**config.mk**
```make
export PLATFORM = sky130hd
export DESIGN_NAME = rl02_crc_seq
export DESIGN_NICKNAME = d
export VERILOG_FILES = /design/src/rtl/rl02_pkg.sv /design/src/rtl/rl02_word_shifter.sv /design/src/rtl/rl02_crc_seq.sv
export SDC_FILE = /design/constraint.sdc
export NUM_CORES = 1
export LEC_CHECK = 0
export BUFFER_PORTS_ARGS = -buffer_cell sky130_fd_sc_hd__buf_2
export CORE_UTILIZATION = 52
export CTS_CLUSTER_SIZE = 30
export DETAILED_ROUTE_END_ITERATION = 8
export PLACE_DENSITY = 0.78
export SYNTH_ARGS = -nofsm -noshare
export SYNTH_HDL_FRONTEND = slang
export SYNTH_HIERARCHICAL = 1
export SYNTH_SLANG_ARGS = --single-unit
```
**constraint.sdc**
```tcl
create_clock -name clk -period 4 [get_ports clk]
set_clock_uncertainty 0.1 [all_clocks]
set_input_delay 0.8 -clock clk [delete_from_list [all_inputs] [get_ports clk]]
set_output_delay 0.8 -clock clk [all_outputs]
set_load 0.1 [all_outputs]
```
**src/rtl/rl02_pkg.sv**
```systemverilog
// Shared definitions for the RL02 field/CRC datapath: sequencer state encoding,
// default widths and the field lengths used by the sector-level sequencer.
package rl02_pkg;

    localparam int WORD_W_DEF = 16;
    localparam int CRC_W_DEF  = 16;

    // Field lengths in words, consumed by the upstream sector sequencer.
    localparam int HDR_WORDS  = 2;
    localparam int DATA_WORDS = 128;

    typedef logic [2:0] seq_state_t;

    localparam logic [2:0] ST_IDLE  = 3'd0;
    localparam logic [2:0] ST_CLEAR = 3'd1;
    localparam logic [2:0] ST_WAIT  = 3'd2;
    localparam logic [2:0] ST_SHIFT = 3'd3;
    localparam logic [2:0] ST_GEN   = 3'd4;
    localparam logic [2:0] ST_CHECK = 3'd5;
    localparam logic [2:0] ST_DONE  = 3'd6;

    function automatic logic is_busy(input seq_state_t s);
        return (s != ST_IDLE) && (s != ST_DONE);
    endfunction

endpackage

```
**src/rtl/rl02_word_shifter.sv**
```systemverilog
// LSB-first load/shift register with a bit counter; wrap_o flags the last bit
// position of a word. Used for both the payload words and the serialised CRC.
module rl02_word_shifter #(
    parameter int WIDTH = 16
) (
    input  logic                       clk,
    input  logic                       rst_n,
    input  logic                       load_i,
    input  logic [WIDTH-1:0]           data_i,
    input  logic                       shift_i,
    input  logic                       cnt_clr_i,
    input  logic                       cnt_inc_i,
    output logic [WIDTH-1:0]           sreg_o,
    output logic [$clog2(WIDTH)-1:0]   cnt_o,
    output logic                       wrap_o
);

    localparam int CNT_W = $clog2(WIDTH);

    logic [WIDTH-1:0] sreg_q, sreg_d;
    logic [CNT_W-1:0] cnt_q, cnt_d;

    // Load wins over shift so a back-to-back reload lands on the wrap cycle.
    always_comb begin
        sreg_d = sreg_q;
        if (load_i) begin
            sreg_d = data_i;
        end else if (shift_i) begin
            sreg_d = sreg_q >> 1;
        end
    end

    always_comb begin
        cnt_d = cnt_q;
        if (cnt_clr_i) begin
            cnt_d = '0;
        end else if (cnt_inc_i) begin
            cnt_d = cnt_q + 1'b1;
        end
    end

    always_ff @(posedge clk or negedge rst_n) begin
        if (!rst_n) begin
            sreg_q <= '0;
            cnt_q  <= '0;
        end else begin
            sreg_q <= sreg_d;
            cnt_q  <= cnt_d;
        end
    end

    assign sreg_o = sreg_q;
    assign cnt_o  = cnt_q;
    assign wrap_o = (cnt_q == CNT_W'(WIDTH - 1));

endmodule

```
**src/rtl/rl02_crc_seq.sv**
```systemverilog
// Sequencer for one RL02 header/data field: feeds payload words bit-serially into
// the external CRC-16 engine, then either streams the CRC or checks a received one.
module rl02_crc_seq
    import rl02_pkg::*;
#(
    parameter int WORD_W = WORD_W_DEF,
    parameter int CRC_W  = CRC_W_DEF
) (
    input  logic              clk,
    input  logic              rst_n,
    input  logic              start,
    input  logic              mode,
    input  logic [WORD_W-1:0] word_in,
    input  logic              word_last,
    input  logic              word_valid,
    output logic              word_ready,
    output logic              crc_clr,
    output logic              crc_en,
    output logic              crc_bit,
    input  logic [CRC_W-1:0]  crc_val,
    output logic              bit_out,
    output logic              bit_valid,
    output logic              busy,
    output logic              done,
    output logic              crc_ok,
    output logic              crc_err
);

    localparam int CNT_W = $clog2(WORD_W);

    seq_state_t state_q, state_d;
    logic       mode_q, mode_d;
    logic       last_q, last_d;
    logic       ok_q, ok_d;
    logic       err_q, err_d;

    logic              sh_load;
    logic [WORD_W-1:0] sh_data;
    logic              sh_shift;
    logic              sh_clr;
    logic              sh_inc;
    logic [WORD_W-1:0] sreg;
    logic [CNT_W-1:0]  cnt;
    logic              wrap;

    logic handshake;
    logic gen_first;

    rl02_word_shifter #(
        .WIDTH(WORD_W)
    ) u_shifter (
        .clk      (clk),
        .rst_n    (rst_n),
        .load_i   (sh_load),
        .data_i   (sh_data),
        .shift_i  (sh_shift),
        .cnt_clr_i(sh_clr),
        .cnt_inc_i(sh_inc),
        .sreg_o   (sreg),
        .cnt_o    (cnt),
        .wrap_o   (wrap)
    );

    always_comb begin
        word_ready = 1'b0;
        case (state_q)
            ST_WAIT:  word_ready = 1'b1;
            ST_SHIFT: word_ready = wrap && !last_q;
            ST_CHECK: word_ready = 1'b1;
            default:  word_ready = 1'b0;
        endcase
    end

    assign handshake = word_valid && word_ready;
    // First GEN cycle: the engine result is only now final, so its bit 0 goes out directly.
    assign gen_first = (state_q == ST_GEN) && (cnt == '0);

    // start is honoured in every state and restarts the field from CLEAR.
    always_comb begin
        state_d  = state_q;
        mode_d   = mode_q;
        last_d   = last_q;
        ok_d     = ok_q;
        err_d    = err_q;
        sh_load  = 1'b0;
        sh_data  = '0;
        sh_shift = 1'b0;
        sh_clr   = 1'b0;
        sh_inc   = 1'b0;

        if (start) begin
            state_d = ST_CLEAR;
            mode_d  = mode;
            last_d  = 1'b0;
            ok_d    = 1'b0;
            err_d   = 1'b0;
            sh_load = 1'b1;
            sh_clr  = 1'b1;
        end else begin
            case (state_q)
                ST_IDLE: begin
                    state_d = ST_IDLE;
                end
                ST_CLEAR: begin
                    state_d = ST_WAIT;
                end
                ST_WAIT: begin
                    if (handshake) begin
                        sh_load = 1'b1;
                        sh_data = word_in;
                        sh_clr  = 1'b1;
                        last_d  = word_last;
                        state_d = ST_SHIFT;
                    end
                end
                ST_SHIFT: begin
                    sh_shift = 1'b1;
                    sh_inc   = 1'b1;
                    if (wrap) begin
                        if (last_q) begin
                            state_d = mode_q ? ST_GEN : ST_CHECK;
                        end else if (handshake) begin
                            sh_load = 1'b1;
                            sh_data = word_in;
                            last_d  = word_last;
                        end else begin
                            state_d = ST_WAIT;
                        end
                    end
                end
                ST_GEN: begin
                    sh_inc = 1'b1;
                    if (gen_first) begin
                        sh_load = 1'b1;
                        sh_data = WORD_W'(crc_val >> 1);
                    end else begin
                        sh_shift = 1'b1;
                    end
                    if (wrap) begin
                        state_d = ST_DONE;
                    end
                end
                ST_CHECK: begin
                    if (handshake) begin
                        ok_d    = (CRC_W'(word_in) == crc_val);
                        err_d   = (CRC_W'(word_in) != crc_val);
                        state_d = ST_DONE;
                    end
                end
                ST_DONE: begin
                    state_d = ST_IDLE;
                end
                default: begin
                    state_d = ST_IDLE;
                end
            endcase
        end
    end

    always_ff @(posedge clk or negedge rst_n) begin
        if (!rst_n) begin
            state_q <= ST_IDLE;
            mode_q  <= 1'b0;
            last_q  <= 1'b0;
            ok_q    <= 1'b0;
            err_q   <= 1'b0;
        end else begin
            state_q <= state_d;
            mode_q  <= mode_d;
            last_q  <= last_d;
            ok_q    <= ok_d;
            err_q   <= err_d;
        end
    end

    assign crc_clr   = (state_q == ST_CLEAR);
    assign crc_en    = (state_q == ST_SHIFT);
    assign crc_bit   = crc_en && sreg[0];
    assign bit_valid = mode_q && ((state_q == ST_SHIFT) || (state_q == ST_GEN));
    assign bit_out   = bit_valid && (gen_first ? crc_val[0] : sreg[0]);
    assign busy      = is_busy(state_q);
    assign done      = (state_q == ST_DONE);
    assign crc_ok    = ok_q;
    assign crc_err   = err_q;

endmodule

```
Word level (Yosys, flattened, before mapping):

Index checks and enable logic that the tools add are counted.

* input bits: 38
* output and inout bits: 10
* register bits: 27
* word-level logic and storage cells: 90

* eq/ne operators: 15
* multiplexer cells: 46
* add/subtract/negate cells: 1
* reduce and logical (&&, ||, !) cells: 21

Operators with widths (count)
* two-way mux 16 bit: 6
* one-hot mux 16 bit (3 select lines): 1
* two-way mux 1 bit: 24
* two-way mux 3 bit: 7
* == test 16 bit: 1
* != test 16 bit: 1
* two-way mux 15 bit: 1
* one-hot mux 3 bit (5 select lines): 1
* != test 3 bit (second input constant): 4
* == test 3 bit (second input constant): 3
* two-way mux 4 bit: 2
* nonzero test 2 bit: 4
* logical AND 1 bit: 7
* == test 3 x 2 -> 1 bit (second input constant): 2
* one-hot mux 1 bit (2 select lines): 3
* nonzero test 3 bit: 2
* AND reduction 5 bit: 1
* adder 4 x 1 -> 4 bit (second input constant): 1
* == test 4 bit (second input constant): 1
* zero test 4 bit: 1
* != test 4 bit (second input constant): 1
* OR reduction 2 bit: 2
* == test 3 x 1 -> 1 bit (second input constant): 1
* != test 3 x 2 -> 1 bit (second input constant): 1
* 5 further kinds: 5

Depth between registers and ports, before layout:

Gate-level depths: netlist of run 1.

* depth after elaboration: 10
* depth in mapped cells: 9

Hierarchy:

Netlist of run 1, hierarchy kept.

By module, submodules not included
* rl02_crc_seq: sequential area each 175.2 um2, cells an instance 118, area each 954.7 um2, instances 1
* rl02_word_shifter: sequential area each 500.5 um2, cells an instance 86, area each 934.6 um2, instances 1

Worst setup path before layout of run 1:

No wires, ideal clock.

* path kind: reg2out
* start point: register state_q[2]
* end point: output bit_out
* stages on the path, launching flop included: 6
* path slack: -0.626 ns
* data arrival time: 3.726 ns
* required time: 3.100 ns
* path buffers: 1
* cell sequence: dfrtp_1 > buf_4 > and2b_4 > a21oi_1 > nor2b_1 > nor2b_1

* longest elaborated chain between the ends: 4

Ends and longest elaborated chain
* from (decl): RTL line rl02_crc_seq.sv:31 `seq_state_t state_q, state_d;`
* from (signal assigned): RTL line rl02_crc_seq.sv:168 `state_q <= state_d;`
* == test 3 x 2 -> 1 bit / == test 3 bit (equally long branches): RTL line rl02_crc_seq.sv:179 `assign bit_valid = mode_q && ((state_q == ST_SHIFT) || (state_q == ST_GEN));`
* logical OR 1 bit *: RTL line rl02_crc_seq.sv:179
* logical AND 1 bit *: RTL line rl02_crc_seq.sv:179
* named net bit_valid: RTL line rl02_crc_seq.sv:22 `output logic bit_valid,`
* logical AND 1 bit *: RTL line rl02_crc_seq.sv:180 `assign bit_out = bit_valid && (gen_first ? crc_val[0] : sreg[0]);`
* to (decl): RTL line rl02_crc_seq.sv:21 `output logic bit_out,`

Mark *: on every way through the listed nets, which the timed path passes. The rest lies on a longest branch.

Final worst setup path of run 1:

* start point: register state_q[0]
* end point: output bit_out

* longest elaborated chain between the ends: 4

Ends and longest elaborated chain (RTL line)
* == test 3 bit / == test 3 x 2 -> 1 bit (equally long branches): rl02_crc_seq.sv:76, rl02_crc_seq.sv:179
* logical AND 1 bit / logical OR 1 bit (equally long branches): rl02_crc_seq.sv:76, rl02_crc_seq.sv:179
* two-way mux 1 bit / logical AND 1 bit (equally long branches): rl02_crc_seq.sv:180, rl02_crc_seq.sv:179
* logical AND 1 bit *: rl02_crc_seq.sv:180

Mark *: on every way between the ends. The rest lies on a longest branch, timed or not.

==> results of run 1 <==
==> worst max-delay path: stages, from the launching register on <==
cell	delay (ns)
sky130_fd_sc_hd__dfrtp_1	0.63
sky130_fd_sc_hd__nor3b_4	0.30
sky130_fd_sc_hd__and2_1	0.15
sky130_fd_sc_hd__buf_4	0.23
sky130_fd_sc_hd__mux2i_1	0.12
sky130_fd_sc_hd__nor2b_2	0.10
sky130_fd_sc_hd__buf_2	0.42
==> final cells by class <==
cell class | instances | area share (%)
Clock inverter | 1 | 0.2364
Clock buffer | 3 | 1.064
Tap cell | 46 | 2.719
Multi-Input combinational cell | 160 | 51.71
Inverter | 3 | 0.5319
Sequential cell | 27 | 31.91
Timing Repair Buffer | 49 | 11.82
==> per-layer routing <==
layer  vias up  part of all wire [%]
met5         -                     0
met4         0                  0.48
met3         4                   5.8
met2        52                    45
met1       774                    48
li1        812                     -
==> metrics by stage <==
| step | total power [uW] | hold slack (ns) | worst slack [ns] | utilization, % | cells |
|---|---|---|---|---|---|
| after floorplan | 379.0 | 0.3859 | 0.1640 | - | 204 |
| after global placement | 419.9 | 0.4302 | 1.264 | 61.17 | 285 |
| after detailed placement | 421.1 | 0.4359 | 1.231 | 61.17 | 285 |
| after CTS | 540.6 | 0.3703 | 0.8415 | 61.98 | 289 |
| after global routing | 563.4 | 0.3821 | 0.6713 | 61.98 | 289 |
| final | 534.7 | 0.3575 | 0.8273 | 61.98 | 289 |
==> state kept, by name, summed over array words and instances, names as in the netlist <==
register and flops:
mode_q 1, last_q 1, state_q 3, u_shifter/cnt_o 4
crc_ok 1, crc_err 1, u_shifter/sreg_o 16
==> cell families (layout without fill, tap and decap cells) <==
logic type | count (synthesis) | in the layout
AOI/OAI and AO/OA | 51 | 51
buffers and inverters | 17 | 56
and+or+nand+nor | 72 | 72
DFF | 27 | 27
adders and majority gates | 1 | 1
xor gates and xnor gates | 17 | 17
muxes | 19 | 19
==> cells in the final DEF, fill, tap and decap left out, types with 2 or more instances in the layout <==
master                     netlist  routed
sky130_fd_sc_hd__and3_1          3       3
sky130_fd_sc_hd__nand3_1         2       2
sky130_fd_sc_hd__xor2_1         14      14
sky130_fd_sc_hd__nand2b_1        3       3
sky130_fd_sc_hd__nor2b_2         1       3
sky130_fd_sc_hd__buf_4           3       2
sky130_fd_sc_hd__clkbuf_4        0       3
sky130_fd_sc_hd__o21ai_0        10      10
sky130_fd_sc_hd__buf_2           1      47
sky130_fd_sc_hd__inv_1           3       3
sky130_fd_sc_hd__nor4_1          4       4
sky130_fd_sc_hd__nand4_1         3       3
sky130_fd_sc_hd__nand2_1        21      21
sky130_fd_sc_hd__a22oi_1        15      15
sky130_fd_sc_hd__a21oi_1         4       4
sky130_fd_sc_hd__nor2_1         22      22
sky130_fd_sc_hd__dfrtp_1        27      27
sky130_fd_sc_hd__or3_1           2       2
sky130_fd_sc_hd__xnor2_1         3       3
sky130_fd_sc_hd__mux2i_1        17      17
sky130_fd_sc_hd__o21ai_1         9       9
==> final timing paths <==
| kind | slack [ns] | to | cells past startpoint | startpoint |
|---|---|---|---|---|
| hold reg to reg | 0.46 | crc_ok | 2 | crc_ok |
| setup / recovery | 0.83 | bit_out | 6 | state_q[0] |
| hold / removal | 0.36 | state_q[2] | 1 | rst_n |
| min in group clk | 0.46 | crc_ok | 2 | crc_ok |
| setup reg to reg | 1.23 | u_shifter/sreg_o[15] | 7 | u_shifter/cnt_o[0] |
| max in group asynchronous | 3.05 | u_shifter/sreg_o[10] | 1 | rst_n |
==> power by group <==
part / leakage, uW / internal, uW / switching (uW) / total (uW)
combinational: 0.000517 / 41.2 / 87.0 / 128
clock: 0.0000177 / 37.5 / 80.3 / 118
sequential: 0.000369 / 278 / 10.7 / 289
==> qor.yml, run 1 <==
status:
  run_status: "finished, final reports clean"
floorplan:
  rows: 21
  boundaryPins: 48
  design.die.area_sq_um: 3878
  fp.dieH_microns: 62.28
  coreArea_sq_um: 3416
  initial_utilization_pct: 55.31
  dieWidth_microns: 62.28
global_route:
  grt_overflow_total: 0
  gr-usage-met3_pct: 5.147
  grtUsageTotal_pct: 24.37
  largest_net_degree_at_the_start_of_global_routing: 33
  met1_usage_in_global_routing_pct: 37.03
  first_pass_grt_wire_length_microns: 7493
  groute.layer.met2.usage_pct: 36.13
  busiest_layer: "met1"
  first_global_vias: 1577
  grt_antenna_before_repair: 0
synthesis:
  post-synth-top-count-cell: "sky130_fd_sc_hd__dfrtp_1"
  synthSimpleGateAreaFrac_pct: 19.93
  yosys_most_used_dff: "sky130_fd_sc_hd__dfrtp_1"
  post_synth_inst_count: 204
  number_of_synthesized_register_bits: 27
  synth_compound_gate_area_share_pct: 18.54
  synth_mux_area_share_pct: 10.40
  asr_flop_ratio_synth_pct: 100.0
  post_synth_instance_area_sq_um: 1889
  yosys_warnings: 6
  synth_top_family_by_area: "simple AND/OR/NAND/NOR gates"
  synth-edff-count: 0
  postSynthAreaPerCell_sq_um: 9.261
  postSynthNetCount: 243
  cell_types_with_the_largest_area_share_after_synthesis: "sky130_fd_sc_hd__dfrtp_1, sky130_fd_sc_hd__mux2i_1, sky130_fd_sc_hd__xor2_1"
  yosysTopAreaCell: "sky130_fd_sc_hd__dfrtp_1"
  synth_xor_xnor_area_share_pct: 7.881
  post_synthesis_share_of_cell_area_spent_on_full_adders_half_adders_and_majority_gates_pct: 0.6623
  yosysTopAreaCellShare_pct: 35.76
  ys_seq_area_share_pct: 35.76
  synth.cells.most_frequent: "sky130_fd_sc_hd__dfrtp_1, sky130_fd_sc_hd__nor2_1, sky130_fd_sc_hd__nand2_1"
  yosys.cell_types.count: 47
sta:
  final_period_minus_worst_setup_slack_ns: 3.173
  drv_slew: 0
  hold_viol: 0
  period_share_pct: 79.32
  max_slew.worst_pin.slew_ns: 0.8849
  setup_total_negative_slack_ns: 0
  setup-violations-final: 0
  rsz0062_at_grt: "false"
  fmax_ghz: 0.3152
  max-slew-margin-rel_pct: 41.01
layout:
  fillerInstances: 320
  layout_overhead_on_the_synthesized_area_pct: 12.05
  multiInputGateArea_sq_um: 1095
  final_design_area_no_fill_sq_um: 2117
  final_layout_size_suffix_gt1_share_pct: 27.16
  nets: 283
  antenna_cells_inserted: 0
  ff_latch_area_sq_um: 675.6
hold_path:
  worst_hold_class: "in2async"
worst_setup_path:
  worst-path-max-fanout: 19
  endpoint_kind: "output port"
  required_ns: 3.10
  start_kind: "flip-flop"
  crit_path_arrival_time_ns: 2.27
  worst-setup-path-type: "reg2out"
clock_network:
  level_count_of_the_clock_h_tree: 1
  tritoncts_num_sinks: 27
  postCtsHoldBufs: 0
  cts_post_setup_buffers_inserted: 0
  resize_count_post_cts: 0
  clock-root-buffer: "sky130_fd_sc_hd__clkbuf_4"
  cts_tree: "yes"
  cts_buffer_depth: 2
  worst_skew_pair.late_latency_ns: 0.32
  tritoncts.num_buffers: 3
  clock_edge_transition_at_the_registers_on_the_reported_setup_and_hold_paths_ns: 0.14
detailed_routing:
  route.detailed.wl_per_inst_microns: 15.09
  drt.antenna.violating_nets: 0
  routed_via_density: 5.682
  routed_wirelength_microns: 4360
  drt-initial-drc-count: 128
  route.vias.total: 1642
  total_iterations_of_the_first_detailed_routing_run: 5
  route.detailed.drc: 0
pwr:
  total_leakage_power_uw: 0.0009042
  power_per_cell_area_nw_per_um2: 252.6
  ir_drop_mv: 0.1575
placement:
  gpl_wtd_cong: 0.8453
  buffer_ports.inserted: 47
  place_hpwl_microns: 3261
  dpl_cell_area_sq_um: 2090
job:
  cap_violations: 0
No activity file was read; power rests on OpenSTA's default activity.
==> inputs of run 2 (changes only) <==
Settings changed: CORE_UTILIZATION 52 to 48, PLACE_DENSITY 0.78 to 0.76.
Clock period 4 ns to 2.84 ns, I/O delays scaled along.
==> run 2 against run 1 <==
Die area increased by 8.1%. Clock power increased by 85%. Register-to-register slack got worse by 0.64 ns. Sequential cell count unchanged. Cell count increased by 2.1%. Count of clock-buffer cells in the layout increased by 1. Sequential share of layout area decreased by 1.0 points. First-iteration DRC count increased by 20%. Non-clock buffer count increased by 4. Total power increased by 51%. Sequential power increased by 39%. Largest cell class unchanged.
==> qor.yml, run 2 (synthesized netlist as in run 1, its figures left out) <==
sta:
  fmax_ghz: 0.3744
  final_period_minus_worst_setup_slack_ns: 2.671
  max-slew-margin-rel_pct: 54.94
  rsz0062_at_grt: "false"
  period_share_pct: 94.04
  drv_slew: 0
  hold_viol: 0
  setup-violations-final: 0
  max_slew.worst_pin.slew_ns: 0.6758
worst_setup_path:
  worst-path-max-fanout: 5
  endpoint_kind: "output port"
  crit_path_arrival_time_ns: 2.00
  start_kind: "flip-flop"
  required_ns: 2.17
  worst-setup-path-type: "reg2out"
pwr:
  fin_total_pwr_uw: 809.6
  power_per_cell_area_nw_per_um2: 370.2
  total_leakage_power_uw: 0.0009338
  ir_drop_mv: 0.2030
placement:
  gpl_wtd_cong: 0.8903
  place_hpwl_microns: 3261
  dpl_cell_area_sq_um: 2142
  buffer_ports.inserted: 47
hold_path:
  worst_hold_class: "in2async"
clock_network:
  worst_skew_pair.late_latency_ns: 0.27
  tritoncts.num_buffers: 3
  level_count_of_the_clock_h_tree: 1
  clock-root-buffer: "sky130_fd_sc_hd__clkbuf_8"
  cts_buffer_depth: 2
  clock_edge_transition_at_the_registers_on_the_reported_setup_and_hold_paths_ns: 0.09
  cts_tree: "yes"
  resize_count_post_cts: 0
  tritoncts_num_sinks: 27
  postCtsHoldBufs: 0
  cts_post_setup_buffers_inserted: 0
floorplan:
  boundaryPins: 48
  dieWidth_microns: 64.74
  initial_utilization_pct: 50.84
  rows: 22
  design.die.area_sq_um: 4191
  coreArea_sq_um: 3716
  fp.dieH_microns: 64.74
detailed_routing:
  routed_wirelength_microns: 4277
  routed_via_density: 5.563
  drt-initial-drc-count: 153
  total_iterations_of_the_first_detailed_routing_run: 4
  drt.antenna.violating_nets: 0
  route.vias.total: 1641
  route.detailed.wl_per_inst_microns: 14.50
  route.detailed.drc: 0
layout:
  final_design_area_no_fill_sq_um: 2187
  layout_overhead_on_the_synthesized_area_pct: 15.76
  layout_commonest_cell: "sky130_fd_sc_hd__buf_2"
  final_cell_mix: "sky130_fd_sc_hd__buf_2, sky130_fd_sc_hd__dfrtp_1, sky130_fd_sc_hd__nor2_1, sky130_fd_sc_hd__nand2_1, sky130_fd_sc_hd__mux2i_1"
  fillerInstances: 347
  multiInputGateArea_sq_um: 1100
  nets: 287
  antenna_cells_inserted: 0
  final_layout_size_suffix_gt1_share_pct: 28.34
  largest_reg_flops: 16
  ff_latch_area_sq_um: 675.6
global_route:
  first_pass_grt_wire_length_microns: 7107
  grt_antenna_before_repair: 0
  grt_overflow_total: 0
  first_global_vias: 1504
  largest_net_degree_at_the_start_of_global_routing: 28
  grtUsageTotal_pct: 21.83
job:
  cap_violations: 0
status:
  run_status: "finished, final reports clean"
-- run 2: layout make-up --
type	count	area share, %
Tap cell	48	2.746
Clock buffer	4	2.059
Multi-Input combinational cell	160	50.29
Sequential cell	27	30.89
Timing Repair Buffer	53	13.50
Inverter	3	0.5149
-- run 2: worst max-delay path, cell delays in order, from the launching register on --
cell and delay, ns:
sky130_fd_sc_hd__dfrtp_1 0.41, sky130_fd_sc_hd__ha_1 0.20, sky130_fd_sc_hd__and3_1 0.26, sky130_fd_sc_hd__nand2b_1 0.14
sky130_fd_sc_hd__a21oi_1 0.17, sky130_fd_sc_hd__a22o_1 0.14, sky130_fd_sc_hd__buf_2 0.42
-- run 2: per-stage QoR --
step / hold WS, ns / std cells / utilization (%) / worst slack (ns) / TNS (ns)
finish: 0.1932 / 295 / 58.86 / 0.1693 / 0
detailed placement: 0.4204 / 291 / 57.64 / 0.4816 / 0
global route: 0.2294 / 295 / 58.86 / 0.04747 / 0
CTS: 0.2134 / 295 / 58.86 / 0.1713 / 0
global placement: 0.4179 / 291 / 57.64 / 0.5371 / 0
floorplan: 0.1724 / 204 / - / -0.5477 / -0.5477
-- run 2: report_power, final --
| group | internal, uW | leakage, uW | switching (uW) |
|---|---|---|---|
| logic | 63.0 | 0.000542 | 128 |
| clock network | 100 | 0.0000228 | 118 |
| registers | 391 | 0.000369 | 9.60 |
| total | 555 | 0.000934 | 255 |
-- run 2: path summary, 6_finish.rpt --
check / slack [ns] / endpoint / from / cells after the start
setup / recovery: 0.17 / word_ready / u_shifter/cnt_o[0] / 6
hold / removal: 0.19 / u_shifter/cnt_o[3] / rst_n / 1
setup reg to reg: 0.59 / u_shifter/sreg_o[11] / u_shifter/cnt_o[1] / 7
hold reg to reg: 0.43 / mode_q / mode_q / 1
max in group asynchronous: 2.05 / u_shifter/sreg_o[15] / rst_n / 1
min in group clk: 0.43 / mode_q / mode / 2
-- run 2: layer usage --
| metal | wire length (microns) | share of wire [%] | global-route usage [%] | vias to the layer above |
|---|---|---|---|---|
| met5 | 0 | 0 | 0 | - |
| met4 | 40 | 0.94 | 5.278 | 0 |
| met3 | 230 | 5.4 | 1.232 | 4 |
| met2 | 1976 | 46 | 33.72 | 51 |
| met1 | 2030 | 47 | 33.11 | 771 |
| li1 | - | - | - | 815 |
